$ cat src/rtl/spi_arbiter.sv
// spi_arbiter: shares one SPI core between two requesters.
// Round-robin on ties, optional lock so an owner can run back-to-back accesses.
// Define SPI_ARBITER_TIMEOUT_EN to add a lock-timeout counter (err0/err1 pulses);
// without it a locked grant is held for as long as the owner keeps lockN high.
module spi_arbiter #(
  parameter int TIMEOUT = 255
) (
  input  logic        clk,
  input  logic        rst,
  input  logic        cmd0,
  input  logic        wr0,
  input  logic        rd0,
  input  logic        lock0,
  input  logic [10:0] din0,
  output logic [8:0]  dout0,
  output logic        ack0,
  output logic        gnt0,
  input  logic        cmd1,
  input  logic        wr1,
  input  logic        rd1,
  input  logic        lock1,
  input  logic [10:0] din1,
  output logic [8:0]  dout1,
  output logic        ack1,
  output logic        gnt1,
  output logic        spi_cmd,
  output logic        spi_wr,
  output logic        spi_rd,
  output logic [10:0] spi_din,
  input  logic [8:0]  spi_dout,
  input  logic        spi_ack,
  output logic        err0,
  output logic        err1
);

  typedef enum logic [1:0] {
    ST_IDLE   = 2'd0,
    ST_ISSUE  = 2'd1,
    ST_LOCKED = 2'd2
  } state_t;

  state_t      state_r, state_s;
  logic        own_r, own_s;
  logic        last_r, last_s;
  logic        spi_cmd_r, spi_cmd_s;
  logic        spi_wr_r, spi_wr_s;
  logic        spi_rd_r, spi_rd_s;
  logic [10:0] spi_din_r, spi_din_s;
  logic        gnt0_r, gnt0_s;
  logic        gnt1_r, gnt1_s;
  logic        ack0_r, ack0_s;
  logic        ack1_r, ack1_s;
  logic [8:0]  dout0_r, dout0_s;
  logic [8:0]  dout1_r, dout1_s;

  logic        req0_s, req1_s;
  logic        owner_req_s, owner_lock_s;
  logic        load_s, win_s;

`ifdef SPI_ARBITER_TIMEOUT_EN
  localparam logic [7:0] TIMEOUT_LAST = 8'(TIMEOUT - 1);
  logic [7:0]  cnt_r, cnt_s;
  logic        err0_r, err0_s;
  logic        err1_r, err1_s;
`endif

  // A requester whose ack is showing is ignored for that cycle: its strobe is
  // still the one that was just completed.
  assign req0_s       = (cmd0 | wr0 | rd0) & ~ack0_r;
  assign req1_s       = (cmd1 | wr1 | rd1) & ~ack1_r;
  assign owner_req_s  = own_r ? req1_s : req0_s;
  assign owner_lock_s = own_r ? lock1 : lock0;

  // Next-state and next-register values for the arbitration FSM.
  always_comb begin
    state_s   = state_r;
    own_s     = own_r;
    last_s    = last_r;
    spi_cmd_s = spi_cmd_r;
    spi_wr_s  = spi_wr_r;
    spi_rd_s  = spi_rd_r;
    spi_din_s = spi_din_r;
    gnt0_s    = gnt0_r;
    gnt1_s    = gnt1_r;
    ack0_s    = 1'b0;
    ack1_s    = 1'b0;
    dout0_s   = dout0_r;
    dout1_s   = dout1_r;
    load_s    = 1'b0;
    win_s     = 1'b0;
`ifdef SPI_ARBITER_TIMEOUT_EN
    cnt_s     = cnt_r;
    err0_s    = 1'b0;
    err1_s    = 1'b0;
`endif

    case (state_r)
      ST_IDLE: begin
        if (req0_s && req1_s) begin
          load_s = 1'b1;
          win_s  = ~last_r;
        end else if (req0_s) begin
          load_s = 1'b1;
          win_s  = 1'b0;
        end else if (req1_s) begin
          load_s = 1'b1;
          win_s  = 1'b1;
        end else begin
          load_s = 1'b0;
        end
      end

      ST_ISSUE: begin
        if (spi_ack) begin
          spi_cmd_s = 1'b0;
          spi_wr_s  = 1'b0;
          spi_rd_s  = 1'b0;
          ack0_s    = ~own_r;
          ack1_s    = own_r;
          last_s    = own_r;
          // Only a read brings back data; writes and commands leave dout alone.
          if (spi_rd_r) begin
            if (own_r) begin
              dout1_s = spi_dout;
            end else begin
              dout0_s = spi_dout;
            end
          end else begin
            dout0_s = dout0_r;
          end
          if (owner_lock_s) begin
            state_s = ST_LOCKED;
`ifdef SPI_ARBITER_TIMEOUT_EN
            cnt_s   = 8'd0;
`endif
          end else begin
            state_s = ST_IDLE;
            gnt0_s  = 1'b0;
            gnt1_s  = 1'b0;
          end
        end else begin
          state_s = ST_ISSUE;
        end
      end

      ST_LOCKED: begin
        if (owner_req_s) begin
          load_s = 1'b1;
          win_s  = own_r;
        end else if (!owner_lock_s) begin
          state_s = ST_IDLE;
          gnt0_s  = 1'b0;
          gnt1_s  = 1'b0;
        end else begin
`ifdef SPI_ARBITER_TIMEOUT_EN
          if (cnt_r == TIMEOUT_LAST) begin
            state_s = ST_IDLE;
            gnt0_s  = 1'b0;
            gnt1_s  = 1'b0;
            err0_s  = ~own_r;
            err1_s  = own_r;
          end else begin
            cnt_s = cnt_r + 8'd1;
          end
`else
          state_s = ST_LOCKED;
`endif
        end
      end

      default: begin
        state_s   = ST_IDLE;
        spi_cmd_s = 1'b0;
        spi_wr_s  = 1'b0;
        spi_rd_s  = 1'b0;
        gnt0_s    = 1'b0;
        gnt1_s    = 1'b0;
      end
    endcase

    // Start of a new access: latch the winner's strobe and data toward the core.
    if (load_s) begin
      state_s   = ST_ISSUE;
      own_s     = win_s;
      spi_cmd_s = win_s ? cmd1 : cmd0;
      spi_wr_s  = win_s ? wr1 : wr0;
      spi_rd_s  = win_s ? rd1 : rd0;
      spi_din_s = win_s ? din1 : din0;
      gnt0_s    = ~win_s;
      gnt1_s    = win_s;
`ifdef SPI_ARBITER_TIMEOUT_EN
      cnt_s     = 8'd0;
`endif
    end else begin
      own_s = own_r;
    end
  end

  // FSM state register.
  always_ff @(posedge clk) begin
    if (rst) begin
      state_r <= ST_IDLE;
    end else begin
      state_r <= state_s;
    end
  end

  // Owner, round-robin pointer and all registered outputs.
  always_ff @(posedge clk) begin
    if (rst) begin
      own_r     <= 1'b0;
      last_r    <= 1'b1;
      spi_cmd_r <= 1'b0;
      spi_wr_r  <= 1'b0;
      spi_rd_r  <= 1'b0;
      spi_din_r <= 11'd0;
      gnt0_r    <= 1'b0;
      gnt1_r    <= 1'b0;
      ack0_r    <= 1'b0;
      ack1_r    <= 1'b0;
      dout0_r   <= 9'd0;
      dout1_r   <= 9'd0;
    end else begin
      own_r     <= own_s;
      last_r    <= last_s;
      spi_cmd_r <= spi_cmd_s;
      spi_wr_r  <= spi_wr_s;
      spi_rd_r  <= spi_rd_s;
      spi_din_r <= spi_din_s;
      gnt0_r    <= gnt0_s;
      gnt1_r    <= gnt1_s;
      ack0_r    <= ack0_s;
      ack1_r    <= ack1_s;
      dout0_r   <= dout0_s;
      dout1_r   <= dout1_s;
    end
  end

`ifdef SPI_ARBITER_TIMEOUT_EN
  // Lock-timeout counter and error pulses.
  always_ff @(posedge clk) begin
    if (rst) begin
      cnt_r  <= 8'd0;
      err0_r <= 1'b0;
      err1_r <= 1'b0;
    end else begin
      cnt_r  <= cnt_s;
      err0_r <= err0_s;
      err1_r <= err1_s;
    end
  end

  assign err0 = err0_r;
  assign err1 = err1_r;
`else
  assign err0 = 1'b0;
  assign err1 = 1'b0;
`endif

  assign spi_cmd = spi_cmd_r;
  assign spi_wr  = spi_wr_r;
  assign spi_rd  = spi_rd_r;
  assign spi_din = spi_din_r;
  assign gnt0    = gnt0_r;
  assign gnt1    = gnt1_r;
  assign ack0    = ack0_r;
  assign ack1    = ack1_r;
  assign dout0   = dout0_r;
  assign dout1   = dout1_r;

endmodule

$ cat config.mk
export PLATFORM = sky130hd
export DESIGN_NAME = spi_arbiter
export DESIGN_NICKNAME = d
export VERILOG_FILES = /design/src/rtl/spi_arbiter.sv
export SDC_FILE = /design/constraint.sdc
export NUM_CORES = 1
export LEC_CHECK = 0
export BUFFER_PORTS_ARGS = -buffer_cell sky130_fd_sc_hd__buf_2
export CAP_MARGIN = 10
export CORE_MARGIN = 2
export CORE_UTILIZATION = 50
export CTS_BUF_LIST = sky130_fd_sc_hd__clkbuf_16
export CTS_CLUSTER_SIZE = 25
export DETAILED_ROUTE_END_ITERATION = 12
export PLACE_DENSITY = 0.81
export SYNTH_ARGS = -nofsm -noshare
export SYNTH_HDL_FRONTEND = slang
export SYNTH_SLANG_ARGS = --single-unit
$ cat constraint.sdc
create_clock -name clk -period 4.1 [get_ports clk]
set_input_delay 0 -clock clk [delete_from_list [all_inputs] [get_ports clk]]
set_output_delay 0 -clock clk [all_outputs]
set_load 0.03 [all_outputs]
* After elaboration in Yosys (flattened, before gate mapping)
Index checks and enable logic that the tools add are counted.
Cells by class: equality and inequality tests 7, multiply operators 0, bitwise gates (word level) 14, shifts and indexed selects 0, muxes and demuxes 35, order comparisons 0, div/mod/pow operators 0, reduce and logical (&&, ||, !) cells 12, $add $sub $neg 0
Operators with widths (number):
- $mux 1 | 25
- $mux 11 | 1
- $not 1->1 | 8
- $reduce_and 2->1 | 4
- $reduce_and 4->1 | 2
- $mux 2 | 3
- $ne 3x3->1 const B | 2
- $pmux 1 s2 | 3
- $pmux 1 s3 | 2
- $pmux 2 s3 | 1
- $ne 2x2->1 const B | 2
- $or 1x1->1 | 4
- $reduce_or 2->1 | 2
- $reduce_and 3->1 | 1
- $reduce_or 3->1 | 1
- $and 1x1->1 | 2
- $eq 2x1->1 const B | 1
- $eq 2x2->1 const B | 1
- $logic_not 2->1 | 1
- $ne 2x1->1 const B | 1
- $logic_and 1x1->1 | 1
Word-level totals: output and inout port bits 38, flip-flop bits (word level) 40, bits in writable memories 0, logic and storage cells 82, latch bits 0, bits of input ports 42, ROM bits 0, memories 0

* Longest topological paths before layout
Gate-level depths: netlist of the first run.
depth in word-level cells 9, depth in mapped cells 7, depth with buffers taken out 6

* Worst setup path before layout of the first run
OpenSTA, ideal clock, no wires.
kind register to register, from register state_r[0], to register spi_din_r[5], in the netlist spi_din[5], buffers on the path 1, setup time 0.074 ns, period minus slack after synthesis 1.657 ns, stages on the path, launching flop included 8, arrival 1.583 ns, setup slack 2.443 ns, data required time 4.026 ns, cell sequence dfxtp_1 > inv_1 > ha_1 > nor2b_1 > a311oi_4 > buf_6 > nand3_1 > a31oi_1
Between the ends: longest elaborated chain between the ends 3
Ends and longest elaborated chain:
- start, declared | line 42 | state_t state_r, state_s;
- start signal, assigned | line 204 | state_r <= state_s;
- $eq 2x2->1 / $logic_not 2->1 (equally long branches) | line 97 | case (state_r)
- $pmux 1 s2 | line 97
- $mux 11 | line 188 | spi_din_s = win_s ? din1 : din0;
- end signal, assigned | line 229 | spi_din_r <= spi_din_s;
- end, declared | line 48 | logic [10:0] spi_din_r, spi_din_s;
Parallel ways exist; a longest one is shown, timed or not. A chain may end at the register's enable or synchronous reset.

* Final worst setup path of the first run
from input port wr1, to register spi_din_r[10], in the netlist spi_din[10]
Between the ends: longest elaborated chain between the ends 8
Ends and longest elaborated chain:
- start, declared | line 19 | input logic wr1,
- $or 1x1->1 (*) (2 in a row) | line 70 | assign req1_s = (cmd1 | wr1 | rd1) & ~ack1_r;
- $and 1x1->1 (*) | line 70
- $mux 1 | line 105 | end else if (req1_s) begin
- $mux 1 | line 102 | end else if (req0_s) begin
- $mux 1 | line 99 | if (req0_s && req1_s) begin
- $pmux 1 s2 | line 97
- $mux 11 | line 188
Every way passes the cells marked *; elsewhere a longest branch is shown, timed or not.

==> results.yml, run 1 <==
sta:
  period_needed_ps: 3100
  relSlewSlack: 0.259
  skew_ps: 4.13
  finalWorstSetupSlack_ps: 1000
  timing.final.crit_share: 0.756
  max_freq_mhz: 323
  fin_setup_tns_ps: 0
  setup_viol: 0
  finalHoldViolCount: 0
  worst_pin_slew_ps: 1110
  rsz0062_at_grt: "false"
  slew_violations: 0
logic_synthesis:
  synth_ff_type: "dfxtp_1"
  ys_top_cells_by_count: "nand2_1, dfxtp_1, nand3_1"
  yosys.cell_count.top_type: "nand2_1"
  synth_top_area_cell: "dfxtp_1"
  yosys.area.top_type_share: 0.426
  synth-edff-count: 0
  yosys_warnings: 0
  syn_area_per_cell_um2: 8.31
  ys_ff_latch: 40
  synth_cells: 226
  synth_area_um2: 1880
  yosysUniqueCellTypes: 34
  seq_area_frac_synth: 0.426
  async_flop_share: 0
  synthTopCellsByArea: "dfxtp_1, nand3_1, nand2_1"
grt:
  grt_first_pass_wirelength_um: 8740
  antenna_found_initial: 0
  grtUsageTotal: 0.266
  grt_max_degree: 47
  overflow: 0
  grt_pass1_vias: 1892
final_layout:
  fin_cells: 371
  nets: 367
  fill_cells: 296
  drive_gt1_frac: 0.288
  finalInstanceArea_um2: 2670
  area_growth_pct: 41.9
  diodes: 0
clock_network:
  clockBufferDepth: 2
  cts_buffers: 5
  cts-root-buf: "clkbuf_16"
  htree_num_levels: 2
  path_clk_slew_ps: 60
  clk_latency_ps: 290
  clock_sinks: 40
  cts_setup_buffers: 0
  cts_tree: "done"
power:
  p_per_area_nw_per_um2: 412
  vdd_drop_max_mv: 0.358
  power_mw: 1.10
  power_frac_comb: 0.202
  clock_power_share: 0.408
  power_leakage_nw: 1.14
  seq_power_share: 0.390
  power_switching_mw: 0.309
  switching_share: 0.282
  p_int_mw: 0.788
floorplan:
  die_h_um: 65.3
  fp.dieW_um: 65.3
  ios: 80
  core_um2: 3630
  start_util: 0.517
  rows: 22
  die_area_um2: 4260
route:
  route.detailed.drc: 0
  vias: 2035
  routedWlPerCell_um: 14.4
  vias_per_cell: 5.49
  ant_nets: 0
  drt_first_pass_iters: 5
  drt-total-wl_um: 5350
  drt-initial-drc-count: 121
worst_setup_path:
  timing.rr.start: "state_r[1]"
  r2r_end: "spi_din[10]"
  endpoint_kind: "flip-flop"
  max_stage_delay_ps: 950
  worst-endpoint-arrival_ps: 3330
  reg2regPathDepth: 7
  cpMostUsedCell: "dlygate4sd3_1"
  r2r_slack_ps: 1220
  crit_family: "buffers and inverters"
  path_class: "in -> reg"
  critPathSlowestCell: "a22oi_1"
  path_max_fanout: 16
  startpoint_type: "primary input"
  required_ps: 4330
  cp_num_buf_inv: 3
  cp_cell_sequence: "dlygate4sd3_1 > buf_2 > or3_1 > a22oi_1 > nand3_1 > a31oi_1 > dlygate4sd3_1"
placed_design:
  dp_cells: 336
  preCtsSetupSlack_ps: 1820
  port_buffers: 77
  place_hpwl_um: 3220
  place.gp.congestion: 0.835
  place_area_um2: 2220
min_path:
  worstHoldEndpoint: "spi_din[3]"
  min_path_type: "in -> reg"
  min_path_cells: 3
  min_from: "din0[3]"
outcome:
  run_status: "complete, no violations"
flow_run:
  maxCapViolCount: 0
==> power by group through the flow <==
stage	clock (mW)	combinational [mW]	sequential (mW)
after global placement	0	0.188	0.434
after CTS	0.454	0.216	0.427
after global routing	0.468	0.238	0.430
after floorplan	0	0.104	0.471
after detailed placement	0	0.190	0.435
final	0.448	0.221	0.428
==> worst min-delay path, delay by kind of cell <==
| kind | cells | cell delay [ps] |
|---|---|---|
| compound gates | 1 | 80 |
| buf+inv | 1 | 100 |
| simple gates | 1 | 60 |
==> repair_timing <==
action,4_1_cts,5_1_grt
hold buffers,27,0
resized for setup,0,0
hold endpoints to repair,29,0
==> worst max-delay path by stage <==
stage / to / cells past startpoint / startpoint / slack [ps]
floorplan: spi_din[5] / 7 / state_r[0] / 2440
global placement: spi_cmd / 5 / rd1 / 1900
detailed placement: spi_wr / 6 / state_r[1] / 1820
CTS: spi_din[8] / 7 / wr1 / 1210
global route: spi_din[10] / 7 / wr1 / 840
finish: spi_din[10] / 7 / wr1 / 1000
==> logic make-up after synthesis <==
family	count (synthesis)	synth area share
flip-flops	40	0.426
other	1	0.00200
buffers and inverters	25	0.0753
multiplexers	2	0.0113
AND/OR/NAND/NOR	107	0.276
adder cells (fa/ha/maj)	3	0.0200
AO/OA/AOI/OAI	48	0.189
==> stage by stage <==
stage           util  hold WS (ps)
6_report       0.733          1.25
3_3_place_gp   0.612           255
5_1_grt        0.733          10.9
4_1_cts        0.733        0.0527
3_5_place_dp   0.612           260
2_1_floorplan      -           136
==> layer usage <==
metal / vias to the layer above / part of all wire / global-route usage
li1: 986 / - / -
met1: 909 / 0.38 / 0.307
met2: 120 / 0.50 / 0.474
met3: 20 / 0.090 / 0.0736
met4: 0 / 0.027 / 0.0807
met5: - / 0 / 0
==> flip-flops by register name, indices dropped and copies added, names as in the netlist <==
| name | count |
|---|---|
| spi_wr | 1 |
| spi_rd | 1 |
| own_r | 1 |
| dout1 | 9 |
| state_r | 2 |
| ack0 | 1 |
| gnt1 | 1 |
| gnt0 | 1 |
| ack1 | 1 |
| spi_din | 11 |
| last_r | 1 |
| dout0 | 9 |
| spi_cmd | 1 |
==> area by class of cell <==
cell class / instances / area, um^2 / share of cell area
clock inverter: 3 / 46.3 / 0.0174
inverter: 8 / 30.0 / 0.0113
timing repair buffer: 105 / 663 / 0.249
sequential: 40 / 801 / 0.300
tap: 48 / 60.1 / 0.0225
clock buffer: 5 / 125 / 0.0469
multi-input combinational: 162 / 940 / 0.353
==> cell usage in the layout, fill, tap and decap left out, types with 2 or more instances in the layout <==
cell           count
o22ai_1            2
conb_1             2
a31oi_1           13
nand2_1           45
a21oi_1           20
clkbuf_16          5
dlygate4sd3_1     27
nand2b_1           7
nand4_1            5
a311oi_4           2
nand3b_1           3
nor2b_1            3
inv_1              8
dfxtp_1           40
o211ai_1           5
nor2_1             3
nor3_1             3
buf_2             77
nand3_1           34
ha_1               3
No activity file was read; power rests on OpenSTA's default activity.
==> run 2: changes to the inputs <==
CORE_UTILIZATION = 43   (was 50)
PLACE_DENSITY = 0.74   (was 0.81)
clock period = 2.5 ns   (was 4.1 ns; I/O delays follow)
==> results.yml, run 2 (synthesized netlist as in run 1, its figures left out) <==
worst_setup_path:
  endpoint_kind: "flip-flop"
  startpoint_type: "primary input"
  critPathSlowestCell: "a311oi_4"
  max_stage_delay_ps: 680
  timing.rr.start: "state_r[0]"
  path_class: "in -> reg"
  r2r_slack_ps: 400
  worst-endpoint-arrival_ps: 2390
  cp_num_buf_inv: 2
  path_max_fanout: 16
  crit_family: "compound AO/OA/AOI/OAI gates"
  reg2regPathDepth: 6
  r2r_end: "spi_rd"
  required_ps: 2700
  cp_cell_sequence: "dlygate4sd3_1 > buf_2 > or3_1 > a311oi_4 > nand2_1 > o211ai_1"
sta:
  rsz0062_at_grt: "false"
  fin_setup_tns_ps: 0
  finalHoldViolCount: 0
  period_needed_ps: 2190
  slew_violations: 0
  skew_ps: 4.99
  setup_viol: 0
  timing.final.crit_share: 0.874
  max_freq_mhz: 458
  worst_pin_slew_ps: 745
  relSlewSlack: 0.503
  finalWorstSetupSlack_ps: 315
final_layout:
  fin_cells: 375
  nets: 368
  area_growth_pct: 40.5
  layout_common_cells: "buf_2, nand2_1, dfxtp_1, nand3_1, dlygate4sd3_1"
  final-seq-area_um2: 801
  final_common_cell: "buf_2"
  fin_util: 0.615
  drive_gt1_frac: 0.294
  diodes: 0
  fill_cells: 384
  multiInputGateArea_um2: 940
  largest_register_ffs: 11
clock_network:
  cts_tree: "done"
  cts-root-buf: "clkbuf_16"
  clk_latency_ps: 280
  clockBufferDepth: 2
  clock_sinks: 40
  cts_resized: 0
  cts_buffers: 5
  path_clk_slew_ps: 60
  cts_setup_buffers: 0
  htree_num_levels: 2
outcome:
  run_status: "complete, no violations"
floorplan:
  rows: 24
  die_area_um2: 4910
  start_util: 0.437
  core_um2: 4290
  die_h_um: 70.1
  ios: 80
  fp.dieW_um: 70.1
flow_run:
  maxCapViolCount: 0
placed_design:
  dp_cells: 343
  place_hpwl_um: 3320
  port_buffers: 77
  preCtsSetupSlack_ps: 421
  place.gp.congestion: 0.828
min_path:
  worstHoldEndpoint: "spi_din[7]"
  min_from: "din1[7]"
  min_path_cells: 3
  min_path_type: "in -> reg"
power:
  vdd_drop_max_mv: 0.386
  p_per_area_nw_per_um2: 626
  power_leakage_nw: 1.12
grt:
  overflow: 0
  grt_pass1_vias: 1706
  grtUsageTotal: 0.206
  grt_first_pass_wirelength_um: 8250
  antenna_found_initial: 0
  grt_max_degree: 30
route:
  vias_per_cell: 5.19
  ant_nets: 0
  drt_first_pass_iters: 4
  drt-initial-drc-count: 97
  drt-total-wl_um: 5000
  route.detailed.drc: 0
  vias: 1948
  routedWlPerCell_um: 13.3
[run 2: cell types whose count changed in the layout (fill, tap and decap cells not counted), sizes merged]
| cell | previous run | this run |
|---|---|---|
| buf | 78 | 81 |
| clkinv | 0 | 1 |
| dlygate4sd3 | 27 | 25 |
| bufinv | 1 | 0 |
| inv | 9 | 8 |
[run 2: worst max-delay path by stage]
stage,start,endpoint,slack [ps],cells after the start
6_report,cmd1,spi_rd,310,6
2_1_floorplan,state_r[0],spi_din[5],840,7
4_1_cts,cmd1,spi_rd,330,6
5_1_grt,cmd1,spi_rd,170,6
3_5_place_dp,state_r[0],spi_rd,420,6
3_3_place_gp,state_r[0],spi_rd,500,6
[run 2: worst min-delay path: cells and delay by family]
family | cells | cell delay [ps]
AO/OA/AOI/OAI | 1 | 80
buffers and inverters | 1 | 90
AND/OR/NAND/NOR | 1 | 60
[run 2: area by class of cell]
| class | instances | area share |
|---|---|---|
| inverters | 8 | 0.0114 |
| well taps | 52 | 0.0247 |
| flip-flops and latches | 40 | 0.303 |
| repair buffers | 106 | 0.252 |
| multi-input cells | 162 | 0.356 |
| clock buffers | 5 | 0.0474 |
| clock inverters | 2 | 0.00474 |
[run 2: repair_timing]
item / 4_1_cts / 5_1_grt
hold buffers: 25 / 0
hold endpoints to repair: 28 / 0
endpoints found under the setup margin: 0 / 0
[run 2: power by group]
part,switching [mW],internal [mW],leakage [nW]
Clock,0.240,0.361,0.0657
Sequential,0.0255,0.676,0.326
Combinational,0.211,0.139,0.727
[run 2: layer usage]
layer,track usage,vias to the layer above,share of wire
li1,-,986,-
met1,0.267,874,0.45
met2,0.338,80,0.47
met3,0.0563,8,0.067
met4,0.0577,0,0.013
met5,0,-,0
[run 2: stage by stage]
stage	power (mW)	instance area [um^2]	hold slack [ps]
after floorplan	0.943	1880	136
after global placement	1.03	2250	255
after detailed placement	1.03	2250	259
after CTS	1.67	2640	0.730
after global routing	1.72	2640	10.9
final	1.65	2640	1.58
